### config.mk
export PLATFORM = sky130hd
export DESIGN_NAME = fp_insn_encoder
export DESIGN_NICKNAME = d
export VERILOG_FILES = /design/src/rtl/fp_insn_encoder.sv
export SDC_FILE = /design/constraint.sdc
export NUM_CORES = 1
export LEC_CHECK = 0
export ABC_AREA = 1
export BUFFER_PORTS_ARGS = -buffer_cell sky130_fd_sc_hd__buf_4
export CORE_MARGIN = 2
export CORE_UTILIZATION = 45
export DETAILED_ROUTE_END_ITERATION = 16
export PLACE_DENSITY_LB_ADDON = 0.05
export SKIP_LAST_GASP = 1
export SLEW_MARGIN = 25
export SYNTH_ARGS = -nofsm -noshare
export SYNTH_HDL_FRONTEND = slang
export SYNTH_SLANG_ARGS = --single-unit
### constraint.sdc
create_clock -name clk_i -period 10.1 [get_ports clk_i]
set_input_delay 1.515 -clock clk_i [delete_from_list [all_inputs] [get_ports clk_i]]
set_output_delay 1.515 -clock clk_i [all_outputs]
set_load 0.005 [all_outputs]
### src/rtl/fp_insn_encoder.sv
// fp_insn_encoder
//   Turns a decoded single-precision FP operation request into a 32-bit
//   RV32F instruction word. Encoded words are queued in a small output FIFO.
//
// Ports
//   clk_i          clock, all state updates on the rising edge
//   rst_ni         synchronous active-low reset
//   req_valid_i    encode request valid
//   req_ready_o    FIFO has room; a request is taken when valid && ready
//   cmd_i          operation select (0..25 legal, 26..31 illegal)
//   rd_i/rs1_i/rs2_i/rs3_i  register indices
//   rm_i           rounding mode
//   imm_i          load/store byte offset
//   flush_i        synchronous FIFO clear
//   instr_o        instruction at FIFO head, 0 when empty
//   instr_valid_o  FIFO non-empty
//   instr_ready_i  consumer takes instr_o when valid && ready
//   err_o          one-cycle pulse the cycle after a rejected request
//   issued_cnt_o   saturating count of delivered instructions
//   err_cnt_o      saturating count of rejected requests
//
// Handshakes: a transfer happens on a rising edge where valid and ready are
// both high. Valid must not depend on ready. req_ready_o depends only on FIFO
// state, never on req_valid_i or on a same-cycle pop.

module fp_insn_encoder #(
  parameter int unsigned DEPTH = 4
) (
  input  logic        clk_i,
  input  logic        rst_ni,
  input  logic        req_valid_i,
  output logic        req_ready_o,
  input  logic [4:0]  cmd_i,
  input  logic [4:0]  rd_i,
  input  logic [4:0]  rs1_i,
  input  logic [4:0]  rs2_i,
  input  logic [4:0]  rs3_i,
  input  logic [2:0]  rm_i,
  input  logic [11:0] imm_i,
  input  logic        flush_i,
  output logic [31:0] instr_o,
  output logic        instr_valid_o,
  input  logic        instr_ready_i,
  output logic        err_o,
  output logic [15:0] issued_cnt_o,
  output logic [7:0]  err_cnt_o
);

  localparam int unsigned PW = (DEPTH > 1) ? $clog2(DEPTH) : 1;
  localparam int unsigned CW = PW + 1;

  typedef enum logic [4:0] {
    CMD_FLW       = 5'd0,
    CMD_FSW       = 5'd1,
    CMD_FMADD     = 5'd2,
    CMD_FMSUB     = 5'd3,
    CMD_FNMSUB    = 5'd4,
    CMD_FNMADD    = 5'd5,
    CMD_FADD      = 5'd6,
    CMD_FSUB      = 5'd7,
    CMD_FMUL      = 5'd8,
    CMD_FDIV      = 5'd9,
    CMD_FSQRT     = 5'd10,
    CMD_FSGNJ     = 5'd11,
    CMD_FSGNJN    = 5'd12,
    CMD_FSGNJX    = 5'd13,
    CMD_FMIN      = 5'd14,
    CMD_FMAX      = 5'd15,
    CMD_FCVT_W_S  = 5'd16,
    CMD_FCVT_WU_S = 5'd17,
    CMD_FMV_X_W   = 5'd18,
    CMD_FEQ       = 5'd19,
    CMD_FLT       = 5'd20,
    CMD_FLE       = 5'd21,
    CMD_FCLASS    = 5'd22,
    CMD_FCVT_S_W  = 5'd23,
    CMD_FCVT_S_WU = 5'd24,
    CMD_FMV_W_X   = 5'd25
  } cmd_e;

  localparam logic [6:0] OP_LOAD_FP  = 7'h07;
  localparam logic [6:0] OP_STORE_FP = 7'h27;
  localparam logic [6:0] OP_FMADD    = 7'h43;
  localparam logic [6:0] OP_FMSUB    = 7'h47;
  localparam logic [6:0] OP_FNMSUB   = 7'h4B;
  localparam logic [6:0] OP_FNMADD   = 7'h4F;
  localparam logic [6:0] OP_FP       = 7'h53;

  localparam logic [2:0] F3_WORD     = 3'b010;

  // ---------------------------------------------------------------------
  // Encoder
  // ---------------------------------------------------------------------
  logic [31:0] enc_word;
  logic        enc_legal;
  logic        cmd_known;
  logic        uses_rm;
  logic        is_op_fp;
  logic [6:0]  f7;
  logic [2:0]  f3;
  logic [4:0]  rs2_field;
  logic        rm_reserved;

  // 101 and 110 are reserved rounding modes; 111 (dynamic) is legal.
  assign rm_reserved = (rm_i == 3'b101) || (rm_i == 3'b110);

  always_comb begin
    enc_word  = '0;
    cmd_known = 1'b1;
    uses_rm   = 1'b0;
    is_op_fp  = 1'b0;
    f7        = 7'h00;
    f3        = rm_i;
    rs2_field = rs2_i;

    case (cmd_i)
      CMD_FLW: enc_word = {imm_i, rs1_i, F3_WORD, rd_i, OP_LOAD_FP};
      CMD_FSW: enc_word = {imm_i[11:5], rs2_i, rs1_i, F3_WORD, imm_i[4:0], OP_STORE_FP};

      CMD_FMADD: begin
        uses_rm  = 1'b1;
        enc_word = {rs3_i, 2'b00, rs2_i, rs1_i, rm_i, rd_i, OP_FMADD};
      end
      CMD_FMSUB: begin
        uses_rm  = 1'b1;
        enc_word = {rs3_i, 2'b00, rs2_i, rs1_i, rm_i, rd_i, OP_FMSUB};
      end
      CMD_FNMSUB: begin
        uses_rm  = 1'b1;
        enc_word = {rs3_i, 2'b00, rs2_i, rs1_i, rm_i, rd_i, OP_FNMSUB};
      end
      CMD_FNMADD: begin
        uses_rm  = 1'b1;
        enc_word = {rs3_i, 2'b00, rs2_i, rs1_i, rm_i, rd_i, OP_FNMADD};
      end

      CMD_FADD: begin
        is_op_fp = 1'b1; uses_rm = 1'b1; f7 = 7'h00;
      end
      CMD_FSUB: begin
        is_op_fp = 1'b1; uses_rm = 1'b1; f7 = 7'h04;
      end
      CMD_FMUL: begin
        is_op_fp = 1'b1; uses_rm = 1'b1; f7 = 7'h08;
      end
      CMD_FDIV: begin
        is_op_fp = 1'b1; uses_rm = 1'b1; f7 = 7'h0C;
      end
      CMD_FSQRT: begin
        is_op_fp = 1'b1; uses_rm = 1'b1; f7 = 7'h2C; rs2_field = 5'd0;
      end

      // Sign-injection, min/max and compares carry a sub-op in funct3.
      CMD_FSGNJ: begin
        is_op_fp = 1'b1; f7 = 7'h10; f3 = 3'b000;
      end
      CMD_FSGNJN: begin
        is_op_fp = 1'b1; f7 = 7'h10; f3 = 3'b001;
      end
      CMD_FSGNJX: begin
        is_op_fp = 1'b1; f7 = 7'h10; f3 = 3'b010;
      end
      CMD_FMIN: begin
        is_op_fp = 1'b1; f7 = 7'h14; f3 = 3'b000;
      end
      CMD_FMAX: begin
        is_op_fp = 1'b1; f7 = 7'h14; f3 = 3'b001;
      end

      // Conversions: rs2 field selects signed (0) or unsigned (1) integer.
      CMD_FCVT_W_S: begin
        is_op_fp = 1'b1; uses_rm = 1'b1; f7 = 7'h60; rs2_field = 5'd0;
      end
      CMD_FCVT_WU_S: begin
        is_op_fp = 1'b1; uses_rm = 1'b1; f7 = 7'h60; rs2_field = 5'd1;
      end
      CMD_FCVT_S_W: begin
        is_op_fp = 1'b1; uses_rm = 1'b1; f7 = 7'h68; rs2_field = 5'd0;
      end
      CMD_FCVT_S_WU: begin
        is_op_fp = 1'b1; uses_rm = 1'b1; f7 = 7'h68; rs2_field = 5'd1;
      end

      CMD_FMV_X_W: begin
        is_op_fp = 1'b1; f7 = 7'h70; f3 = 3'b000; rs2_field = 5'd0;
      end
      CMD_FCLASS: begin
        is_op_fp = 1'b1; f7 = 7'h70; f3 = 3'b001; rs2_field = 5'd0;
      end
      CMD_FMV_W_X: begin
        is_op_fp = 1'b1; f7 = 7'h78; f3 = 3'b000; rs2_field = 5'd0;
      end

      CMD_FEQ: begin
        is_op_fp = 1'b1; f7 = 7'h50; f3 = 3'b010;
      end
      CMD_FLT: begin
        is_op_fp = 1'b1; f7 = 7'h50; f3 = 3'b001;
      end
      CMD_FLE: begin
        is_op_fp = 1'b1; f7 = 7'h50; f3 = 3'b000;
      end

      default: cmd_known = 1'b0;
    endcase

    if (is_op_fp) begin
      enc_word = {f7, rs2_field, rs1_i, f3, rd_i, OP_FP};
    end
  end

  assign enc_legal = cmd_known && !(uses_rm && rm_reserved);

  // ---------------------------------------------------------------------
  // Output FIFO
  // ---------------------------------------------------------------------
  logic [31:0]   mem [DEPTH];
  logic [PW-1:0] wr_ptr;
  logic [PW-1:0] rd_ptr;
  logic [CW-1:0] count;
  logic          full;
  logic          empty;
  logic          accept;
  logic          push;
  logic          pop;
  logic          reject;
  logic          err_q;
  logic [15:0]   issued_cnt_q;
  logic [7:0]    err_cnt_q;

  assign full  = (count == CW'(DEPTH));
  assign empty = (count == '0);

  // A request is consumed whenever ready is high, legal or not. Illegal
  // requests are answered with err_o instead of an entry. Flush drops the
  // push and the pop but never hides the error report.
  assign accept = req_valid_i && !full;
  assign push   = accept && enc_legal && !flush_i;
  assign reject = accept && !enc_legal;
  assign pop    = !empty && instr_ready_i && !flush_i;

  always_ff @(posedge clk_i) begin
    if (rst_ni && push) begin
      mem[wr_ptr] <= enc_word;
    end
  end

  always_ff @(posedge clk_i) begin
    if (!rst_ni) begin
      wr_ptr <= '0;
      rd_ptr <= '0;
      count  <= '0;
    end else if (flush_i) begin
      wr_ptr <= '0;
      rd_ptr <= '0;
      count  <= '0;
    end else begin
      // DEPTH is a power of two, so pointer overflow is the modulo wrap.
      if (push) wr_ptr <= wr_ptr + PW'(1);
      if (pop)  rd_ptr <= rd_ptr + PW'(1);
      case ({push, pop})
        2'b10:   count <= count + CW'(1);
        2'b01:   count <= count - CW'(1);
        default: count <= count;
      endcase
    end
  end

  // ---------------------------------------------------------------------
  // Error pulse and statistics
  // ---------------------------------------------------------------------
  always_ff @(posedge clk_i) begin
    if (!rst_ni) begin
      err_q        <= 1'b0;
      issued_cnt_q <= '0;
      err_cnt_q    <= '0;
    end else begin
      err_q <= reject;
      if (pop && (issued_cnt_q != 16'hFFFF)) begin
        issued_cnt_q <= issued_cnt_q + 16'd1;
      end
      if (reject && (err_cnt_q != 8'hFF)) begin
        err_cnt_q <= err_cnt_q + 8'd1;
      end
    end
  end

  assign req_ready_o   = !full;
  assign instr_valid_o = !empty;
  assign instr_o       = empty ? 32'd0 : mem[rd_ptr];
  assign err_o         = err_q;
  assign issued_cnt_o  = issued_cnt_q;
  assign err_cnt_o     = err_cnt_q;

endmodule

==> results.json <==
{
  "status": "completed",
  "core_area_um2": 16410,
  "hold_viol_final": 0,
  "p_comb_share_pct": 8.2,
  "die_height_um": 132.7,
  "mostFrequentLayoutCells": "177 x nor2_1, 124 x edfxtp_1, 112 x buf_4, 100 x nand2_1, 87 x o21ai_0",
  "cp-start-kind": "flop",
  "worst_slew_pin_slew_ps": 679.4,
  "firstDrtPassIters": 6,
  "clockRootBuffer": "clkbuf_16",
  "synth_cell_types": 41,
  "ant_nets": 0,
  "min_path_type": "reg -> reg",
  "intPower_w": 0.001132,
  "wire_per_inst_um": 15.98,
  "finish.utilization_pct": 54.82,
  "hold_buffers": 0,
  "postCtsSetupRepairBufs": 0,
  "ys_seq_area_share_pct": 59.11,
  "required_ps": 8590,
  "grt_max_degree": 64,
  "p_sw_share_pct": 22.95,
  "grt_pass1_wl_mm": 29.73,
  "gp_congestion": 0.8458,
  "path_class": "reg -> out",
  "p_leak_nw": 3.624,
  "synth_edf_count": 124,
  "antenna_found_initial": 0,
  "cp-end-kind": "output pin",
  "drt-total-wl_mm": 18.30,
  "die_w_um": 132.7,
  "powerDensity_nw_per_um2": 163.3,
  "peakVddDrop_v": 0.0001131,
  "fin_crit_sh_pct": 44.26,
  "placed_area_um2": 8408,
  "period_needed_ps": 4470,
  "slew_headroom_pct": 54.70,
  "initial_utilization_pct": 45.41,
  "yosysTopAreaCell": "edfxtp_1",
  "viasPerCell": 5.195,
  "final_nets": 965,
  "htreeDepth": 4,
  "dr_total_vias": 5948,
  "clock_sinks": 158,
  "grt_overflow": 0,
  "finalSetupTns_ps": 0,
  "ys_warn_count": 0,
  "critPathMaxFanout": 63,
  "pin_count": 104,
  "max_freq_mhz": 223.7,
  "tritoncts": "built",
  "async_reset_ff_share_pct": 0,
  "cts.clk_slew.worst_paths_ps": 60,
  "yosysTopAreaCellShare_pct": 49.97,
  "fill_cells": 1521,
  "skew_ps": 5.922,
  "setup_slack_ps": 5630,
  "dieArea_um2": 17600,
  "clk_path_buf_depth": 2,
  "slew_violations": 0,
  "avgSynthCellArea_um2": 9.142,
  "insertedDiodeCount": 0,
  "worstSkewPairLatency_ps": 410,
  "synthCells": 815,
  "ctsResizeCount": 0,
  "synth.net_count": 868,
  "grt_usage_pct": 21.49,
  "cp.arrival_ps": 2960,
  "netlist_top_cells_area": "edfxtp_1 50%, nor2_1 9.2%, dfxtp_1 9.1%",
  "setup_viol": 0,
  "portBuffers": 103,
  "post-place-ws_ps": 6005,
  "final_common_cell": "nor2_1",
  "area_delta_synth_final_pct": 20.72,
  "clkPwrFrac_pct": 42.7,
  "fin_area_um2": 8995,
  "synth-seq-cells": 158,
  "rsz0062_at_grt": "false",
  "drive_gt1_share_pct": 17.84,
  "grt_pass1_vias": 5835,
  "drtIter0Drc": 407,
  "rows": 47,
  "ys.flop_type": "edfxtp_1",
  "power.switching_w": 0.0003372,
  "seq_power_share_pct": 49.1,
  "dpl.hpwl_mm": 11.96,
  "cts_inserted_buffers": 17,
  "drv_cap": 0,
  "finalPower_w": 0.001469,
  "drc": 0,
  "synth_area_um2": 7451
}
==> worst max-delay path: stages, from the launching register on <==
cell and delay (ps):
dfxtp_2 310, buf_4 530, clkinv_1 700, buf_4 470, o21ai_0 230, a21oi_1 120
buf_4 160
==> Yosys cell counts (3+ instances only) <==
cell type,n
nor2_1,182
ha_1,7
buf_2,3
edfxtp_1,124
nand2_1,100
inv_1,83
xnor2_1,3
o21ai_0,87
o211ai_1,8
nand4_1,15
clkbuf_1,23
a21oi_1,53
nor3_1,13
buf_6,3
nand3_1,34
nor2_2,4
a22oi_1,5
dfxtp_1,34
==> registers in the layout (all words and copies together) (netlist names), named ones only <==
name	cells
mem	124
issued_cnt_o	16
err_cnt_o	8
count	3
rd_ptr	2
wr_ptr	2
err_o	1
==> layout make-up <==
cell class / count / area [um2] / share of cell area (%)
clock inverters: 10 / 101.3 / 1.127
multi-input cells: 537 / 2561 / 28.47
well taps: 220 / 275.3 / 3.060
inverters: 86 / 325.3 / 3.617
clock buffers: 22 / 485.5 / 5.397
flip-flops and latches: 158 / 4405 / 48.98
repair buffers: 112 / 840.8 / 9.348
==> metrics by stage <==
stage / std cells / hold slack (ps)
final: 1145 / 469.1
after global routing: 1145 / 505.8
after CTS: 1145 / 465.8
after detailed placement: 1113 / 457.0
after global placement: 1113 / 450.0
after floorplan: 815 / 435.7
==> kinds of logic (layout without fill, tap and decap cells) <==
group,after synthesis,count (layout),share of synthesized area [%]
DFF,158,158,59.11
buffers and inverters,120,230,6.683
xor gates and xnor gates,4,4,0.4703
AOI/OAI and AO/OA,160,160,11.44
adders and majority gates,8,8,1.444
and+or+nand+nor,365,365,20.86
==> power groups by stage <==
| stage | logic, W | clock network, W | registers [W] |
|---|---|---|---|
| 2_1_floorplan | 0.0000714 | 0 | 0.000735 |
| 3_3_place_gp | 0.000120 | 0 | 0.000735 |
| 3_5_place_dp | 0.000122 | 0 | 0.000735 |
| 4_1_cts | 0.000122 | 0.000638 | 0.000721 |
| 5_1_grt | 0.000136 | 0.000668 | 0.000722 |
| 6_report | 0.000121 | 0.000627 | 0.000721 |
==> worst paths after layout <==
| check | startpoint | slack (ps) | depth (start not counted) | endpoint |
|---|---|---|---|---|
| max | flop | 5630 | 6 | instr_o[1] |
| min | rd_ptr[1] | 470 | 2 | rd_ptr[1] |
| max reg2reg | count[0] | 7990 | 12 | count[2] |
| min reg2reg | rd_ptr[1] | 470 | 2 | rd_ptr[1] |
==> layer usage <==
| metal | wire (um) | part of all wire (%) | GRT usage (%) |
|---|---|---|---|
| met5 | 0 | 0 | 0 |
| met2 | 9164 | 50 | 37.62 |
| met3 | 877 | 4.8 | 3.716 |
| met1 | 8012 | 44 | 27.67 |
| met4 | 247 | 1.3 | 5.615 |
Note: power is estimated with default switching activity, not from simulation.
